===== src/rtl/prog_loader_if.sv =====
// Host byte stream in, program-memory write port and loader status out.
interface prog_loader_if #(
  parameter int ADDR_WIDTH = 15
);
  logic [7:0]            rx_data;
  logic                  rx_valid;
  logic                  rx_ready;
  logic [7:0]            mem_data;
  logic [ADDR_WIDTH-1:0] mem_addr;
  logic                  mem_we;
  logic                  cpu_hold;
  logic                  busy;
  logic                  done;
  logic                  error;

  modport master (
    output rx_data, rx_valid,
    input  rx_ready, mem_data, mem_addr, mem_we, cpu_hold, busy, done, error
  );

  modport slave (
    input  rx_data, rx_valid,
    output rx_ready, mem_data, mem_addr, mem_we, cpu_hold, busy, done, error
  );
endinterface


===== src/rtl/prog_loader.sv =====
// Framed byte stream -> program memory writes, with CPU hold and per-record checksum.
// Optional inter-byte timeout enabled by defining LOADER_TIMEOUT_EN.
module prog_loader #(
  parameter int ADDR_WIDTH     = 15,
  parameter int TIMEOUT_CYCLES = 1000000
) (
  input  logic         clk,
  input  logic         clr,
  prog_loader_if.slave bus
);
  localparam logic [7:0] SYNC = 8'h55;
  localparam logic [7:0] ENDB = 8'hAA;

  typedef enum logic [2:0] {
    S_IDLE, S_ADDR_H, S_ADDR_L, S_LEN, S_DATA, S_WRITE, S_CHK
  } state_t;

  state_t                state;
  logic [7:0]            acc;
  logic [7:0]            addr_hi;
  logic [8:0]            cnt;
  logic [ADDR_WIDTH-1:0] waddr;
  logic                  accept;
  logic [7:0]            acc_next;

  if (ADDR_WIDTH < 9 || ADDR_WIDTH > 16 || TIMEOUT_CYCLES < 1) begin : g_param_check
    $error("prog_loader: ADDR_WIDTH must be 9..16 and TIMEOUT_CYCLES >= 1");
  end

  assign accept   = bus.rx_valid && bus.rx_ready;
  assign acc_next = acc + bus.rx_data;

`ifdef LOADER_TIMEOUT_EN
  localparam int TW = $clog2(TIMEOUT_CYCLES + 1);
  logic [TW-1:0] idle_cnt;
`endif

  // waddr tracks the next write address; mem_addr only moves when a byte is written
  always_ff @(posedge clk) begin
    if (clr) begin
      state        <= S_IDLE;
      acc          <= '0;
      addr_hi      <= '0;
      cnt          <= '0;
      waddr        <= '0;
      bus.rx_ready <= 1'b1;
      bus.mem_data <= '0;
      bus.mem_addr <= '0;
      bus.mem_we   <= 1'b0;
      bus.cpu_hold <= 1'b0;
      bus.busy     <= 1'b0;
      bus.done     <= 1'b0;
      bus.error    <= 1'b0;
`ifdef LOADER_TIMEOUT_EN
      idle_cnt     <= '0;
`endif
    end else begin
      bus.mem_we <= 1'b0;
      bus.done   <= 1'b0;
      case (state)
        S_IDLE: if (accept) begin
          if (bus.rx_data == SYNC) begin
            state        <= S_ADDR_H;
            acc          <= '0;
            bus.cpu_hold <= 1'b1;
            bus.busy     <= 1'b1;
          end else if (bus.rx_data == ENDB && !bus.error) begin
            bus.cpu_hold <= 1'b0;
            bus.done     <= 1'b1;
          end
        end
        S_ADDR_H: if (accept) begin
          addr_hi <= bus.rx_data;
          acc     <= acc_next;
          state   <= S_ADDR_L;
        end
        S_ADDR_L: if (accept) begin
          waddr <= ADDR_WIDTH'({addr_hi, bus.rx_data});
          acc   <= acc_next;
          state <= S_LEN;
        end
        S_LEN: if (accept) begin
          cnt   <= (bus.rx_data == 8'h00) ? 9'd256 : {1'b0, bus.rx_data};
          acc   <= acc_next;
          state <= S_DATA;
        end
        S_DATA: if (accept) begin
          bus.mem_data <= bus.rx_data;
          bus.mem_addr <= waddr;
          bus.mem_we   <= 1'b1;
          bus.rx_ready <= 1'b0;
          acc          <= acc_next;
          state        <= S_WRITE;
        end
        S_WRITE: begin
          waddr        <= waddr + ADDR_WIDTH'(1);
          cnt          <= cnt - 9'd1;
          bus.rx_ready <= 1'b1;
          state        <= (cnt == 9'd1) ? S_CHK : S_DATA;
        end
        S_CHK: if (accept) begin
          if (acc_next != 8'h00) bus.error <= 1'b1;
          bus.busy <= 1'b0;
          state    <= S_IDLE;
        end
        default: begin
          state        <= S_IDLE;
          bus.busy     <= 1'b0;
          bus.rx_ready <= 1'b1;
        end
      endcase
`ifdef LOADER_TIMEOUT_EN
      // abort overrides the case above; cpu_hold is left set
      if (accept || state == S_IDLE) begin
        idle_cnt <= '0;
      end else if (state != S_WRITE) begin
        if (idle_cnt == TW'(TIMEOUT_CYCLES - 1)) begin
          state        <= S_IDLE;
          bus.busy     <= 1'b0;
          bus.error    <= 1'b1;
          bus.rx_ready <= 1'b1;
          idle_cnt     <= '0;
        end else begin
          idle_cnt <= idle_cnt + TW'(1);
        end
      end
`endif
    end
  end
endmodule

===== src/flat_wrapper.sv =====
// flat-port wrapper written by rule: the top's interface ports become plain ports
module prog_loader_flat 
#(
  parameter int ADDR_WIDTH     = 15,
  parameter int TIMEOUT_CYCLES = 1000000
)
  (clk, clr, bus_rx_data, bus_rx_valid, bus_rx_ready, bus_mem_data, bus_mem_addr, bus_mem_we, bus_cpu_hold, bus_busy, bus_done, bus_error);
  prog_loader_if #(.ADDR_WIDTH(ADDR_WIDTH)) bus_i ();
  input  logic clk;
  input  logic clr;
  input wire logic [$bits(bus_i.rx_data)-1:0] bus_rx_data;
  input wire logic [$bits(bus_i.rx_valid)-1:0] bus_rx_valid;
  output wire logic [$bits(bus_i.rx_ready)-1:0] bus_rx_ready;
  output wire logic [$bits(bus_i.mem_data)-1:0] bus_mem_data;
  output wire logic [$bits(bus_i.mem_addr)-1:0] bus_mem_addr;
  output wire logic [$bits(bus_i.mem_we)-1:0] bus_mem_we;
  output wire logic [$bits(bus_i.cpu_hold)-1:0] bus_cpu_hold;
  output wire logic [$bits(bus_i.busy)-1:0] bus_busy;
  output wire logic [$bits(bus_i.done)-1:0] bus_done;
  output wire logic [$bits(bus_i.error)-1:0] bus_error;
  assign bus_i.rx_data = bus_rx_data;
  assign bus_i.rx_valid = bus_rx_valid;
  assign bus_rx_ready = bus_i.rx_ready;
  assign bus_mem_data = bus_i.mem_data;
  assign bus_mem_addr = bus_i.mem_addr;
  assign bus_mem_we = bus_i.mem_we;
  assign bus_cpu_hold = bus_i.cpu_hold;
  assign bus_busy = bus_i.busy;
  assign bus_done = bus_i.done;
  assign bus_error = bus_i.error;
  prog_loader #(.ADDR_WIDTH(ADDR_WIDTH), .TIMEOUT_CYCLES(TIMEOUT_CYCLES)) u_core (.clk(clk), .clr(clr), .bus(bus_i));
endmodule

===== config.mk =====
export PLATFORM = sky130hd
export DESIGN_NAME = prog_loader_flat
export DESIGN_NICKNAME = d
export VERILOG_FILES = /design/src/rtl/prog_loader_if.sv /design/src/rtl/prog_loader.sv /design/src/flat_wrapper.sv
export SDC_FILE = /design/constraint.sdc
export NUM_CORES = 1
export LEC_CHECK = 0
export BUFFER_PORTS_ARGS = -buffer_cell sky130_fd_sc_hd__buf_2
export CAP_MARGIN = 20
export CORE_MARGIN = 2
export CORE_UTILIZATION = 41
export DETAILED_ROUTE_END_ITERATION = 6
export PLACE_DENSITY_LB_ADDON = 0.08
export SLEW_MARGIN = 20
export SYNTH_ARGS = -nofsm -noshare
export SYNTH_HDL_FRONTEND = slang
export SYNTH_SLANG_ARGS = --single-unit

===== constraint.sdc =====
create_clock -name clk -period 1.7 [get_ports clk]
set_input_delay 0.17 -clock clk [delete_from_list [all_inputs] [get_ports clk]]
set_output_delay 0.17 -clock clk [all_outputs]
set_load 0.01 [all_outputs]

======== Yosys cells after proc, flatten, opt, wreduce, memory -nomap -nowiden ========
Cells that the tools add are included.
storage, ports and cells
  output and inout port bits .............. 29
  bits in registers ....................... 71
  word-level logic and storage cells ...... 90
operators by class
  $add $sub $neg .......................... 3
  muxes and demuxes ....................... 27
  equality and inequality tests ........... 17
  reductions and logical operators ........ 25
  bitwise logic cells ..................... 5
operators with widths
  kind                     number
  $pmux W15 S2             1
  $mux W8                  3
  $mux W3                  7
  $pmux W3 S7              1
  $mux W9                  2
  $pmux W9 S2              1
  $ne A2 B1 Y1 const B     8
  $pmux W8 S2              1
  $add A15 B1 Y15 const B  1
  $mux W15                 1
  $reduce_and A2 Y1        5
  $reduce_or A5 Y1         2
  $eq A3 B3 Y1 const B     3
  $eq A9 B1 Y1 const B     1
  $sub A9 B1 Y9 const B    1
  $add A8 B8 Y8            1
  $eq A8 B7 Y1 const B     1
  $eq A8 B8 Y1 const B     1
  $logic_not A8 Y1         1
  $reduce_and A4 Y1        2
  $reduce_bool A2 Y1       4
  $reduce_bool A8 Y1       1
  $reduce_or A4 Y1         2
  $mux W1                  7
  other kinds (12)         19

======== Depth between registers and ports, before layout ========
  depth in word-level cells ............... 4
  mapped depth ............................ 7

======== Worst setup path after synthesis ========
OpenSTA, ideal clock, no wires.
  kind .................................... register to register
  start point ............................. register u_core.acc[0]
  end point ............................... register u_core.bus.error
  data arrival time ....................... 1734 ps
  path buffers ............................ 0
  cell stages (with the launch flop) ...... 8
  data required time ...................... 1576 ps
  setup slack ............................. -158 ps
  cell sequence ........................... dfxtp_1 ha_1 fa_1 a211oi_1 or4_1 nand4_1 nor4_1 a21oi_1
between the ends
  longest elaborated chain between the ends .. 3
RTL lines
  element                      line                  text
  start, declared              prog_loader.sv:19     logic [7:0] acc;
  start signal, assigned       prog_loader.sv:74     acc <= acc_next;
  start signal, assigned       prog_loader.sv:79     acc <= acc_next;
  start signal, assigned       prog_loader.sv:84     acc <= acc_next;
  $add A8 B8 Y8                prog_loader.sv:31     assign acc_next = acc + bus.rx_data;
  $reduce_bool A8 Y1           prog_loader.sv:102    if (acc_next != 8'h00) bus.error <= 1'b1;
  $reduce_and A3 Y1 (no line)  -
  end signal, assigned         prog_loader.sv:53     bus.error <= 1'b0;
  end signal, assigned         prog_loader.sv:102
  end, declared                prog_loader_if.sv:23  output rx_ready, mem_data, mem_addr, mem_we, cpu_hold, busy, done, error
Every way passes these cells.
A chain may end at the register's enable or synchronous reset.

======== Worst setup path after layout ========
Ends and elaborated chain as after synthesis.

==> flow_summary.yaml <==
sta:
  worstMarginPinSlew_ns: 0.4536
  setup_viol_count_final: 4
  fin_crit_ns: 1.815
  drv_slew: 0
  finalHoldViolations: 0
  skew_ns: 0.01114
  layout_setup_ws_ns: -0.1145
  max_freq_ghz: 0.5511
  relSlewSlack_pct: 69.48
  rsz0062_at_grt: "yes"
  worst_hold_slack_ns: 0.1539
  timing.final.crit_share_pct: 106.7
finish:
  layout-drive-gt1-share_pct: 27.02
  fill_cells: 799
  nets: 524
  area_growth_pct: 29.15
  antenna_cells: 0
  final_area_um2: 4457
pwr:
  p_total_mw: 3.235
  p_leak_nw: 1.663
  powerDensity_nw_per_um2: 725.9
  peakVddDrop_mv: 0.3834
grt:
  gr-total-overflow: 0
  grt_pass1_vias: 3138
  grt_max_degree: 39
  antenna_found_initial: 0
  grt_pass1_wl_mm: 15.60
  grt_usage_pct: 21.92
routing:
  drt_wl_total_mm: 9.560
  viasPerCell: 5.596
  drtIter0Drc: 216
  vias: 3425
  wl_per_cell_um: 15.62
  first_pass_iters: 4
  ant_nets: 0
  drcViolationCount: 0
placed_design:
  placed_cell_area_um2: 4118
  gp_congestion: 0.8354
  preCtsSetupSlack_ns: -0.1867
  io_buffers: 39
  hpwl_mm: 6.713
worst_setup_path:
  rrSetupSlack_ns: -0.11
  crit_buf_inv: 0
  start_kind: "register"
  crit_fanout: 3
  r2r-start: "u_core.acc[0]$_SDFFE_PP0P_"
  crit_cells: 6
  max_stage_delay_ns: 0.42
  r2r_cells: 6
  cp.arrival_ns: 2.05
  cp_top_family: "simple AND/OR/NAND/NOR gates"
  crit_path_end_kind: "register"
  critPathLaunch: "u_core.acc[0]$_SDFFE_PP0P_"
  cp_cell_sequence: "ha_4 -> fa_2 -> xor2_1 -> or4_1 -> nor4_2 -> a21oi_1"
  crit_end: "u_core.bus.error$_SDFFE_PP0P_"
  slowest_stage: "or4_1"
  crit_type: "reg2reg"
  critPathRequiredTime_ns: 1.93
  r2r_end: "u_core.bus.error$_SDFFE_PP0P_"
yosys:
  yosys-top-cells-area: "dfxtp_1, a21oi_1, nand2_1"
  ys_warn_count: 0
  synth_fp_nets: 448
  synth_async_sr_flop_share_pct: 0
  syn_inst: 426
  netlist-cell-type-count: 56
  synthFlopType: "dfxtp_1"
  syn_area_per_cell_um2: 8.100
  synth_edf_count: 0
  synth_area_leader_cell: "dfxtp_1"
  synth_area_um2: 3451
  synth_top_area_share_pct: 41.19
  yosysSeqAreaShare_pct: 41.19
  synth_seq_cells: 71
clock_tree:
  cts_buffers: 9
  root_buffer: "clkbuf_8"
  cts_max_level: 3
  clk_latency_ns: 0.34
  holdBufCountCts: 0
  tritoncts: "built"
  cts.sinks: 71
  path_clk_slew_ns: 0.08
  cts.path.max_buffers: 2
floorplanning:
  fp.dieW_um: 95.74
  num_rows: 33
  io_pins: 40
  start_util_pct: 42.21
  core_um2: 8175
  die_area_um2: 9166
  die_h_um: 95.74
run:
  cap_viol_max_count: 0
outcome:
  status: "finished, violations left"
  violations: "negative setup slack"
hold_path:
  hold_path.class: "in2reg"
## state kept, by name, indices dropped and copies added, names as in the netlist, 3 cells and up
name / count
u_core.addr_hi: 7
u_core.cnt: 9
u_core.bus.mem_data: 8
u_core.bus.mem_addr: 15
u_core.acc: 8
u_core.waddr: 15
u_core.state: 3
## worst min-delay path by stage
| stage | endpoint | from | depth (start not counted) | slack [ns] |
|---|---|---|---|---|
| 2_1_floorplan | u_core.bus.mem_data[0]$_SDFFE_PP0P_ | bus_rx_data[0] | 2 | 0.31 |
| 3_3_place_gp | u_core.bus.mem_addr[4]$_SDFFE_PP0P_ | u_core.bus.mem_addr[4]$_SDFFE_PP0P_ | 2 | 0.44 |
| 3_5_place_dp | u_core.bus.mem_addr[3]$_SDFFE_PP0P_ | u_core.bus.mem_addr[3]$_SDFFE_PP0P_ | 2 | 0.45 |
| 4_1_cts | u_core.bus.done$_SDFF_PP0_ | bus_rx_data[7] | 3 | 0.15 |
| 5_1_grt | u_core.bus.done$_SDFF_PP0_ | bus_rx_data[7] | 3 | 0.15 |
| 6_report | u_core.bus.done$_SDFF_PP0_ | bus_rx_data[7] | 3 | 0.15 |
## area by class of cell
class / instances / area (um^2) / area share [%]
sequential: 71 / 1424 / 31.95
inverter: 4 / 15.01 / 0.3369
tap: 105 / 131.4 / 2.948
multi-input combinational: 327 / 2081 / 46.69
timing repair buffer: 89 / 608.1 / 13.64
clock inverter: 6 / 70.07 / 1.572
clock buffer: 10 / 127.6 / 2.864
## layer usage
| metal | routed length (um) | up-vias | track usage [%] |
|---|---|---|---|
| met5 | 0 | - | 0 |
| met4 | 61 | 0 | 5.357 |
| met3 | 355 | 6 | 3.837 |
| met2 | 4353 | 81 | 34.85 |
| met1 | 4790 | 1631 | 30.90 |
| li1 | - | 1707 | - |
## metrics by stage
step / util (%) / setup TNS (ns) / instances
floorplan: - / -0.09326 / 426
global placement: 50.37 / -0.2996 / 594
detailed placement: 50.37 / -0.4969 / 594
CTS: 53.81 / -0.2803 / 610
global route: 54.51 / -0.6428 / 612
finish: 54.51 / -0.2420 / 612
## cell usage in the layout (no fill, tap or decap), types with 3 or more instances in the layout
cell type | netlist | routed
or3_1 | 3 | 3
buf_12 | 0 | 3
a22oi_1 | 10 | 8
o21ai_0 | 13 | 12
o211ai_1 | 7 | 7
xor2_1 | 3 | 3
nor3_1 | 15 | 12
clkbuf_8 | 0 | 9
nand2b_1 | 4 | 4
nor2_1 | 46 | 45
nand3_1 | 6 | 6
a21oi_1 | 59 | 58
ha_4 | 0 | 4
buf_4 | 0 | 47
nand3b_1 | 3 | 3
nor4_1 | 6 | 5
inv_1 | 4 | 4
a21o_1 | 5 | 5
mux2i_1 | 8 | 8
dfxtp_1 | 71 | 69
a211oi_1 | 7 | 6
or4_1 | 4 | 4
ha_1 | 10 | 5
a31oi_1 | 8 | 8
nor3_2 | 1 | 4
clkinvlp_4 | 0 | 3
nand4_1 | 6 | 6
buf_2 | 4 | 39
nand2_1 | 62 | 62
## synthesized netlist by cell type, types with 2 or more instances
library cell,n
nand3_2,2
dfxtp_1,71
a21oi_1,59
nand2_1,62
o21bai_1,2
a211oi_1,7
o211ai_1,7
and3_1,4
a21o_1,5
mux2i_1,8
xnor2_1,2
xor2_1,3
a32oi_1,2
or4_1,4
nor2_1,46
buf_2,4
o21ai_0,13
a311oi_1,2
nor3b_1,2
nor4_1,6
nand4_1,6
a22oi_1,10
nand3b_1,3
nor3_1,15
clkbuf_1,19
ha_1,10
and3b_1,2
nand2b_1,4
o311ai_0,2
a31oi_1,8
or3_1,3
inv_1,4
nand3_1,6
## what timing repair did
item / 4_1_cts / 5_1_grt
cloned: 0 / 0
gates resized for setup: 16 / 8
buffers inserted: 0 / 2
endpoints found under the setup margin: 6 / 12
pin swaps: 7 / 7
## cells by family (layout without fill, tap and decap cells)
group,after synthesis,after routing,share of synthesized area [%]
AND/OR/NAND/NOR,176,176,24.87
AO/OA/AOI/OAI,127,127,22.95
flip-flops,71,71,41.19
buffers and inverters,28,109,3.191
adder cells (fa/ha/maj),11,11,4.206
multiplexers,8,8,2.321
XOR/XNOR,5,5,1.269
## report_power, final
group	total, mW	switching [mW]	internal [mW]
Combinational	0.192	0.114	0.0775
Clock	1.38	0.691	0.686
Sequential	1.67	0.00257	1.66
Total	3.24	0.808	2.43
## worst reg2reg max path: stages, from the launching register on
cell and delay, ns:
dfxtp_2 0.34, ha_4 0.16, fa_2 0.36, xor2_1 0.19
or4_1 0.42, nor4_2 0.15, a21oi_1 0.10
No activity file was read; power rests on OpenSTA's default activity.
